--- config.mk ---
export PLATFORM = sky130hd
export DESIGN_NAME = face_bbox_reporter
export DESIGN_NICKNAME = d
export VERILOG_FILES = /design/src/rtl/face_bbox_reporter.sv
export SDC_FILE = /design/constraint.sdc
export NUM_CORES = 1
export LEC_CHECK = 0
export ABC_AREA = 1
export CELL_PAD_IN_SITES_DETAIL_PLACEMENT = 1
export CELL_PAD_IN_SITES_GLOBAL_PLACEMENT = 2
export CORE_AREA = 3 3 227 140
export CTS_BUF_LIST = sky130_fd_sc_hd__clkbuf_8
export CTS_CLUSTER_DIAMETER = 40
export DETAILED_ROUTE_END_ITERATION = 12
export DIE_AREA = 0 0 230 143
export PLACE_DENSITY = 0.81
export SLEW_MARGIN = 30
export SYNTH_ARGS = -nofsm -noshare
export SYNTH_HDL_FRONTEND = slang
export SYNTH_SLANG_ARGS = --single-unit
--- constraint.sdc ---
create_clock -name clk -period 2.3 [get_ports clk]
set_input_delay 0.23 -clock clk [delete_from_list [all_inputs] [get_ports clk]]
set_output_delay 0.23 -clock clk [all_outputs]
set_load 0.02 [all_outputs]
--- src/rtl/face_bbox_reporter.sv ---
// Per-frame skin-mask bounding box and pixel count with a minimum-area detection flag,
// reported as an 11-byte packet through a byte-level UART send/done handshake.
module face_bbox_reporter #(
  parameter int unsigned IMG_W   = 640,
  parameter int unsigned IMG_H   = 480,
  parameter int unsigned COORD_W = 10,
  parameter int unsigned CNT_W   = 19,
  parameter int unsigned MIN_PIX = 64,
  parameter logic [7:0]  HDR     = 8'hA5
) (
  input  logic               clk,
  input  logic               rst_n,
  input  logic               pix_valid,
  input  logic               pix_bin,
  input  logic               sof,
  input  logic               tx_done,
  output logic [7:0]         tx_byte,
  output logic               tx_send_en,
  output logic               frame_done,
  output logic               face_found,
  output logic [COORD_W-1:0] x_min,
  output logic [COORD_W-1:0] x_max,
  output logic [COORD_W-1:0] y_min,
  output logic [COORD_W-1:0] y_max,
  output logic               overrun
);
  localparam logic [COORD_W-1:0] X_LAST   = COORD_W'(IMG_W - 1);
  localparam logic [COORD_W-1:0] Y_LAST   = COORD_W'(IMG_H - 1);
  localparam logic [CNT_W-1:0]   CNT_MAX  = {CNT_W{1'b1}};
  localparam logic [CNT_W-1:0]   CNT_MIN  = CNT_W'(MIN_PIX);
  localparam logic [3:0]         IDX_LAST = 4'd10;

  typedef enum logic [1:0] {ST_IDLE, ST_SEND, ST_WAIT} tx_state_e;

  logic [COORD_W-1:0] x_q, x_d, y_q, y_d;
  logic [COORD_W-1:0] xmin_q, xmin_d, xmax_q, xmax_d, ymin_q, ymin_d, ymax_q, ymax_d;
  logic [CNT_W-1:0]   cnt_q, cnt_d;
  logic               frame_done_q, frame_done_d, face_found_q, face_found_d;
  logic [COORD_W-1:0] x_min_q, x_min_d, x_max_q, x_max_d, y_min_q, y_min_d, y_max_q, y_max_d;
  logic               overrun_q, overrun_d;
  logic [7:0]         tx_byte_q, tx_byte_d;
  logic               tx_send_en_q, tx_send_en_d;
  tx_state_e          state_q, state_d;
  logic [3:0]         idx_q, idx_d;
  logic               snap_found_q, snap_found_d;
  logic [COORD_W-1:0] snap_xmin_q, snap_xmin_d, snap_xmax_q, snap_xmax_d;
  logic [COORD_W-1:0] snap_ymin_q, snap_ymin_d, snap_ymax_q, snap_ymax_d;

  logic [COORD_W-1:0] px, py, fold_xmin, fold_xmax, fold_ymin, fold_ymax;
  logic [CNT_W-1:0]   fold_cnt;
  logic               eof_c, start_c;
  logic [3:0]         idx_next;

  function automatic logic [7:0] pkt_byte(input logic [3:0] idx, input logic found,
                                          input logic [15:0] a, input logic [15:0] b,
                                          input logic [15:0] c, input logic [15:0] d);
    logic [7:0] flags;
    logic [7:0] chk;
    flags = {7'b0, found};
    chk   = flags ^ a[15:8] ^ a[7:0] ^ b[15:8] ^ b[7:0] ^ c[15:8] ^ c[7:0] ^ d[15:8] ^ d[7:0];
    case (idx)
      4'd0:    pkt_byte = HDR;
      4'd1:    pkt_byte = flags;
      4'd2:    pkt_byte = a[15:8];
      4'd3:    pkt_byte = a[7:0];
      4'd4:    pkt_byte = b[15:8];
      4'd5:    pkt_byte = b[7:0];
      4'd6:    pkt_byte = c[15:8];
      4'd7:    pkt_byte = c[7:0];
      4'd8:    pkt_byte = d[15:8];
      4'd9:    pkt_byte = d[7:0];
      default: pkt_byte = chk;
    endcase
  endfunction

  // Raster position, accumulators and end-of-frame result latch
  always_comb begin
    px        = sof ? '0 : x_q;
    py        = sof ? '0 : y_q;
    x_d       = px;
    y_d       = py;
    fold_xmin = sof ? X_LAST : xmin_q;
    fold_xmax = sof ? '0 : xmax_q;
    fold_ymin = sof ? Y_LAST : ymin_q;
    fold_ymax = sof ? '0 : ymax_q;
    fold_cnt  = sof ? '0 : cnt_q;
    eof_c     = 1'b0;
    if (pix_valid) begin
      if (px == X_LAST) begin
        x_d = '0;
        y_d = (py == Y_LAST) ? '0 : py + COORD_W'(1);
      end else begin
        x_d = px + COORD_W'(1);
      end
      if (pix_bin) begin
        if (px < fold_xmin) fold_xmin = px;
        if (px > fold_xmax) fold_xmax = px;
        if (py < fold_ymin) fold_ymin = py;
        if (py > fold_ymax) fold_ymax = py;
        if (fold_cnt != CNT_MAX) fold_cnt = fold_cnt + CNT_W'(1);
      end
      eof_c = (px == X_LAST) && (py == Y_LAST);
    end
    xmin_d       = fold_xmin;
    xmax_d       = fold_xmax;
    ymin_d       = fold_ymin;
    ymax_d       = fold_ymax;
    cnt_d        = fold_cnt;
    frame_done_d = eof_c;
    face_found_d = face_found_q;
    x_min_d      = x_min_q;
    x_max_d      = x_max_q;
    y_min_d      = y_min_q;
    y_max_d      = y_max_q;
    if (eof_c) begin
      face_found_d = (fold_cnt >= CNT_MIN);
      x_min_d      = face_found_d ? fold_xmin : '0;
      x_max_d      = face_found_d ? fold_xmax : '0;
      y_min_d      = face_found_d ? fold_ymin : '0;
      y_max_d      = face_found_d ? fold_ymax : '0;
      xmin_d       = X_LAST;
      xmax_d       = '0;
      ymin_d       = Y_LAST;
      ymax_d       = '0;
      cnt_d        = '0;
    end
  end

  // Packet transmit FSM; a frame arriving while busy is dropped and flagged
  always_comb begin
    state_d      = state_q;
    idx_d        = idx_q;
    tx_byte_d    = tx_byte_q;
    tx_send_en_d = 1'b0;
    overrun_d    = overrun_q;
    snap_found_d = snap_found_q;
    snap_xmin_d  = snap_xmin_q;
    snap_xmax_d  = snap_xmax_q;
    snap_ymin_d  = snap_ymin_q;
    snap_ymax_d  = snap_ymax_q;
    start_c      = 1'b0;
    idx_next     = idx_q + 4'd1;
    case (state_q)
      ST_IDLE: start_c = frame_done_q;
      ST_SEND: state_d = ST_WAIT;
      ST_WAIT: begin
        if (tx_done) begin
          if (idx_q < IDX_LAST) begin
            idx_d        = idx_next;
            state_d      = ST_SEND;
            tx_send_en_d = 1'b1;
            tx_byte_d    = pkt_byte(idx_next, snap_found_q, 16'(snap_xmin_q), 16'(snap_xmax_q),
                                    16'(snap_ymin_q), 16'(snap_ymax_q));
          end else begin
            state_d = ST_IDLE;
            start_c = frame_done_q;
          end
        end
      end
      default: state_d = ST_IDLE;
    endcase
    if (frame_done_q && !start_c) overrun_d = 1'b1;
    if (start_c) begin
      state_d      = ST_SEND;
      idx_d        = '0;
      tx_send_en_d = 1'b1;
      tx_byte_d    = HDR;
      snap_found_d = face_found_q;
      snap_xmin_d  = x_min_q;
      snap_xmax_d  = x_max_q;
      snap_ymin_d  = y_min_q;
      snap_ymax_d  = y_max_q;
    end
  end

  always_ff @(posedge clk or negedge rst_n) begin
    if (!rst_n) begin
      x_q          <= '0;
      y_q          <= '0;
      xmin_q       <= X_LAST;
      xmax_q       <= '0;
      ymin_q       <= Y_LAST;
      ymax_q       <= '0;
      cnt_q        <= '0;
      frame_done_q <= 1'b0;
      face_found_q <= 1'b0;
      x_min_q      <= '0;
      x_max_q      <= '0;
      y_min_q      <= '0;
      y_max_q      <= '0;
      overrun_q    <= 1'b0;
      tx_byte_q    <= '0;
      tx_send_en_q <= 1'b0;
      state_q      <= ST_IDLE;
      idx_q        <= '0;
      snap_found_q <= 1'b0;
      snap_xmin_q  <= '0;
      snap_xmax_q  <= '0;
      snap_ymin_q  <= '0;
      snap_ymax_q  <= '0;
    end else begin
      x_q          <= x_d;
      y_q          <= y_d;
      xmin_q       <= xmin_d;
      xmax_q       <= xmax_d;
      ymin_q       <= ymin_d;
      ymax_q       <= ymax_d;
      cnt_q        <= cnt_d;
      frame_done_q <= frame_done_d;
      face_found_q <= face_found_d;
      x_min_q      <= x_min_d;
      x_max_q      <= x_max_d;
      y_min_q      <= y_min_d;
      y_max_q      <= y_max_d;
      overrun_q    <= overrun_d;
      tx_byte_q    <= tx_byte_d;
      tx_send_en_q <= tx_send_en_d;
      state_q      <= state_d;
      idx_q        <= idx_d;
      snap_found_q <= snap_found_d;
      snap_xmin_q  <= snap_xmin_d;
      snap_xmax_q  <= snap_xmax_d;
      snap_ymin_q  <= snap_ymin_d;
      snap_ymax_q  <= snap_ymax_d;
    end
  end

  assign tx_byte    = tx_byte_q;
  assign tx_send_en = tx_send_en_q;
  assign frame_done = frame_done_q;
  assign face_found = face_found_q;
  assign x_min      = x_min_q;
  assign x_max      = x_max_q;
  assign y_min      = y_min_q;
  assign y_max      = y_max_q;
  assign overrun    = overrun_q;

endmodule

=== Word level (Yosys, flattened, before mapping) ===
Cells that the tools add are included.

* Output and inout bits: 52
* Input port bits: 6
* Word-level logic and storage cells: 124
* Flip-flop bits (word level): 178

* Bitwise gates (word level): 8
* Eq/ne operators: 16
* Multiplexer cells: 57
* Reduce and logical (&&, ||, !) cells: 10
* Add/sub/neg operators: 4
* Order comparisons: 6

{| class="wikitable"
|+ Operators with widths
! kind !! count
|-
| 10-bit two-way mux || 31
|-
| 19-bit two-way mux || 5
|-
| 8-bit case mux with 10 select lines || 1
|-
| 8-bit two-way mux || 4
|-
| 8-bit by 2-bit XOR with 8-bit output || 3
|-
| 8-bit XOR || 3
|-
| 10-bit by 1-bit adder with 10-bit output, second input constant || 2
|-
| 10-bit greater-than comparator || 2
|-
| 10-bit less-than comparator || 2
|-
| 19-bit by 1-bit adder with 19-bit output, second input constant || 1
|-
| 19-bit by 7-bit >= comparator with 1-bit output, second input constant || 1
|-
| 19-bit != test, second input constant || 1
|-
| 4-bit by 3-bit == test with 1-bit output, second input constant || 4
|-
| 4-bit two-way mux || 4
|-
| 10-bit == test, second input constant || 1
|-
| 10-bit by 9-bit == test with 1-bit output, second input constant || 1
|-
| 4-bit by 2-bit == test with 1-bit output, second input constant || 2
|-
| 4-bit == test, second input constant || 2
|-
| 1-bit two-way mux || 8
|-
| 2-bit by 8-bit XOR with 8-bit output || 1
|-
| 2-bit case mux with 3 select lines || 1
|-
| 2-bit nonzero test || 3
|-
| 4-bit by 1-bit adder with 4-bit output, second input constant || 1
|-
| 4-bit by 1-bit == test with 1-bit output, second input constant || 1
|-
| 14 further kinds || 16
|}

=== Longest topological paths before layout ===
* Word-level depth: 13
* Mapped depth: 24

=== Worst setup path before layout ===
Ideal clock, no wire load.

* Path kind: in2reg
* From: input sof
* To: register xmin_q[6]
* Slack: -671 ps
* Stages on the path: 17
* Data required time: 2216 ps
* Data arrival time: 2887 ps
* Buffers on the path: 6
* Cell sequence: buf_4 inv_4 buf_6 buf_2 buf_1 buf_1 nand2_1 ha_1 nand2_1 nor4_1 o21ai_0 nand3_1 inv_1 buf_2 nand2_1 o21ai_0 or2_2

* Word-level cells in the longest chain between the ends: 6
* Elaborated cells on any way between the ends: 12
* Classes of those cells: order compare: 1; eq/ne: 2; mux: 8; reduce/logical: 1

{| class="wikitable"
|+ RTL lines
! item !! RTL line !! RTL
|-
| start: declaration || 15 || <nowiki>input logic sof,</nowiki>
|-
| 10-bit two-way mux (on tied branches) || 78, 82 ||
|-
| 10-bit less-than comparator || 96 || <nowiki>if (px < fold_xmin) fold_xmin = px;</nowiki>
|-
| 10-bit two-way mux || 96 ||
|-
| 10-bit two-way mux || 95 || <nowiki>if (pix_bin) begin</nowiki>
|-
| 10-bit two-way mux || 88 || <nowiki>if (pix_valid) begin</nowiki>
|-
| 10-bit two-way mux (*) || 115 || <nowiki>if (eof_c) begin</nowiki>
|-
| via xmin_d[6] || 36 || <nowiki>logic [COORD_W-1:0] xmin_q, xmin_d, xmax_q, xmax_d, ymin_q, ymin_d, ymax_q, ymax_d;</nowiki>
|-
| end signal: assignment || 204 || <nowiki>xmin_q <= xmin_d;</nowiki>
|-
| end: declaration || 36 ||
|}

Mark *: on every way through the listed nets, which the timed path passes. The rest lies on a longest branch.
A chain may end at the register's enable or synchronous reset.

=== Final worst setup path ===
* From: register cnt_q[1]
* To: register y_max_q[4], in the netlist y_max[4]

* Word-level cells in the longest chain between the ends: 7
* Elaborated cells on any way between the ends: 8
* Classes of those cells: add/sub: 1; order compare: 1; eq/ne: 1; mux: 5

{| class="wikitable"
|+ RTL lines
! item !! RTL line !! RTL
|-
| start: declaration || 37 || <nowiki>logic [CNT_W-1:0] cnt_q, cnt_d;</nowiki>
|-
| start signal: assignment || 208 || <nowiki>cnt_q <= cnt_d;</nowiki>
|-
| 19-bit two-way mux (*) || 86 || <nowiki>fold_cnt = sof ? '0 : cnt_q;</nowiki>
|-
| 19-bit by 1-bit adder with 19-bit output or 19-bit != test (tied branches) || 100 || <nowiki>if (fold_cnt != CNT_MAX) fold_cnt = fold_cnt + CNT_W'(1);</nowiki>
|-
| 19-bit two-way mux || 100 ||
|-
| 19-bit two-way mux || 95 ||
|-
| 19-bit two-way mux (*) || 88 ||
|-
| 19-bit by 7-bit >= comparator with 1-bit output (*) || 116 || <nowiki>face_found_d = (fold_cnt >= CNT_MIN);</nowiki>
|-
| 10-bit two-way mux (*) || 120 || <nowiki>y_max_d = face_found_d ? fold_ymax : '0;</nowiki>
|-
| end signal: assignment || 214 || <nowiki>y_max_q <= y_max_d;</nowiki>
|-
| end: declaration || 39 || <nowiki>logic [COORD_W-1:0] x_min_q, x_min_d, x_max_q, x_max_d, y_min_q, y_min_d, y_max_q, y_max_d;</nowiki>
|}

Mark *: on every way between the ends. The rest lies on a longest branch, timed or not.

==> flow_metrics.tcl <==
set metrics [dict create \
    status "finished, violations left" \
    violations "negative setup slack" \
    synth_cells 1278 \
    yosys_warnings 0 \
    cp_cell_sequence "nand2_4 > inv_4 > ha_4 > nand2_4 > nor2_4 > nand2_4 > nor2_4 > nand3_4 > buf_6 > nand4_1 > nand2_1 > nand2_2 > nand2_2 > nor2_4 > nand3_4 > clkbuf_16 > nand3_1 > nand2_1" \
    worstPathArrival_ns 2.87 \
    clock-skew-final_ns 0.0198 \
    insertion_delay_ns 0.52 \
    gr-usage-all-layers_pct 21.9 \
    dpl.hpwl_mm 26.5 \
    wl_mm 39.8 \
    relSlewSlack_pct 66.9 \
    vias 9789 \
    end_kind "flop" \
    io_pins 58 \
    pwr-share-comb_pct 8.5 \
    syn_to_final_growth_pct 46.7 \
    drc_errors 0 \
    synth_edf_count 0 \
    swShare_pct 28.8 \
    num-fill-cells 3539 \
    clkPwrFrac_pct 38.3 \
    ys_seq_area_share_pct 45.6 \
    power.density_mw_per_mm2 418 \
    cts_num_sinks 178 \
    root_buffer "clkbuf_8" \
    fin_crit_ns 2.47 \
    cts_tree "yes" \
    r2r_setup_slack_ns -0.17 \
    p_seq_share_pct 53.2 \
    synth_area_per_cell_um2 7.68 \
    cts_buffer_depth 2 \
    grt_overflow 0 \
    drive_above_1_share_pct 33.8 \
    start_util_pct 32.9 \
    grt_max_degree 56 \
    num-nets-final 1599 \
    hold_viol 0 \
    critPathMaxFanout 7 \
    place_inst 1875 \
    clock.fmax_mhz 405 \
    synth_nets 1330 \
    synth_cell_types 45 \
    num_rows 49 \
    initialDrtViolationCount 795 \
    ys_ff_latch 178 \
    utilization_pct 48.3 \
    p_int_mw 4.28 \
    start_kind "flop" \
    maxCapViolCount 0 \
    antenna_found_initial 0 \
    avgRoutedWirePerCell_um 20.2 \
    min_period_over_period_pct 107 \
    place.gp.congestion 0.888 \
    worst_slack_ns -0.168 \
    cpMaxStageDelayCell "dfrtp_1" \
    timing.final.setup_violations 47 \
    grt_pass1_vias 9733 \
    fp.dieH_um 143 \
    final_common_cell "nand2_1" \
    clk_pin_slew_worst_paths_ns 0.11 \
    cp_num_buf_inv 3 \
    async_flop_share_pct 100 \
    critical_path.max_stage_delay_ns 0.39 \
    crit_type "flop to flop" \
    hold_class "primary input to async pin" \
    syn-cell-area_mm2 0.00981 \
    switchingPower_mw 1.73 \
    drtAntennaViolNets 0 \
    fin_cells 1968 \
    die_area_mm2 0.0329 \
    power.leakage_nw 6.85 \
    numPortBuffers 57 \
    dieWidth_um 230 \
    crit_family "simple AND/OR/NAND/NOR gates" \
    numCtsBuffers 17 \
    core_area_mm2 0.0298 \
    n_antenna_cell 0 \
    ir_worst_vdd_uv 261 \
    synthFlopType "dfrtp_1" \
    routed_via_density 4.97 \
    final_cell_mix "nand2_1, buf_4, dfrtp_1" \
    tightest_slew_ns 0.496 \
    dr.pass1.iters 5 \
    rsz0062_at_grt "true" \
    slew_viol_final 0 \
    h-tree-depth 4 \
    worstPathRequired_ns 2.71 \
    grt_pass1_wl_mm 55.7 \
]
synth_stat cells (4+ instances only):
library cell | number | share of area [%]
a211oi_1 | 5 | 0.38
nor2_1 | 129 | 4.9
nand4_1 | 19 | 1.2
nand3_1 | 106 | 5.4
dfstp_2 | 16 | 4.3
ha_1 | 46 | 5.9
xnor2_1 | 22 | 2.0
nand2_1 | 388 | 15
nor4_1 | 4 | 0.25
nor2_2 | 4 | 0.25
a21oi_1 | 30 | 1.5
inv_1 | 134 | 5.1
o21ai_0 | 73 | 3.7
nor3_1 | 16 | 0.82
nor3b_1 | 4 | 0.31
xor2_1 | 21 | 1.9
buf_2 | 21 | 1.1
or2_2 | 11 | 0.70
clkbuf_1 | 20 | 0.76
dfrtp_1 | 162 | 41
o2111ai_1 | 5 | 0.45
inv_2 | 6 | 0.23
final timing paths:
check / cells past startpoint / to / startpoint
setup / recovery: 18 / y_max[4] / cnt_q[1]
hold / removal: 2 / xmax_q[2] / rst_n
setup reg to reg: 18 / y_max[4] / cnt_q[1]
hold reg to reg: 2 / tx_byte[3] / tx_byte[3]
max in group asynchronous: 3 / idx_q[0] / rst_n
min in group clk: 5 / cnt_q[1] / sof
cell families after synthesis:
logic type	Yosys count	share of synthesized area (%)
AOI/OAI and AO/OA	130	7.45
xor gates and xnor gates	43	3.84
adders and majority gates	46	5.87
buffers and inverters	190	7.71
DFF	178	45.6
and+or+nand+nor	691	29.5
cell type report:
cell class / count / area, um2 / share of cell area, %
timing repair buffer: 296 / 2770 / 19.3
multi-input combinational: 910 / 5690 / 39.5
tap: 408 / 510 / 3.55
clock inverter: 15 / 149 / 1.03
sequential: 178 / 4480 / 31.1
inverter: 143 / 561 / 3.89
timing repair inverter: 1 / 8.76 / 0.0608
clock buffer: 17 / 234 / 1.62
power groups by stage:
stage	clock, mW	sequential, mW	combinational (mW)
final	2.30	3.20	0.512
after global routing	2.49	3.20	0.560
after CTS	2.32	3.20	0.423
after detailed placement	0	3.26	0.409
after global placement	0	3.26	0.399
after floorplan	0	3.25	0.189
stage by stage:
stage | setup TNS [ns] | area, um2 | total power, mW | hold slack, ns | setup slack, ns
2_1_floorplan | -11.08 | 10100 | 3.44 | -0.0656 | -0.253
3_3_place_gp | -31.17 | 12400 | 3.66 | 0.240 | -0.414
3_5_place_dp | -35.10 | 12400 | 3.67 | 0.242 | -0.454
4_1_cts | -4.24 | 12900 | 5.95 | 0.248 | -0.127
5_1_grt | -13.29 | 14400 | 6.25 | 0.257 | -0.301
6_report | -5.54 | 14400 | 6.01 | 0.244 | -0.168
what timing repair did:
item / CTS / global route
endpoints found under the hold margin: 46 / 0
buffers inserted: 4 / 43
endpoints found under the setup margin: 83 / 115
pin swaps: 3 / 59
hold buffers: 1 / 0
cloned: 1 / 14
gates resized for setup: 36 / 246
routing by layer:
| metal | share of wire, % | wire length, um | track usage (%) | vias to the layer above |
|---|---|---|---|---|
| met2 | 42 | 16600 | 30.7 | 198 |
| met1 | 51 | 20400 | 34.1 | 4931 |
| met4 | 1.3 | 523 | 4.85 | 0 |
| li1 | - | - | - | 4624 |
| met5 | 0 | 0 | 0 | - |
| met3 | 5.6 | 2220 | 4.61 | 36 |
registers in the layout, summed over array words and instances (netlist names), 2 cells and up:
signal       cells
y_max           10
ymax_q          10
snap_ymin_q     10
x_min           10
snap_xmax_q     10
idx_q            4
state_q          2
ymin_q          10
xmin_q          10
tx_byte          8
x_q             10
x_max           10
y_q             10
cnt_q           19
y_min           10
snap_xmin_q     10
snap_ymax_q     10
xmax_q          10
Note: power is estimated with default switching activity, not from simulation.
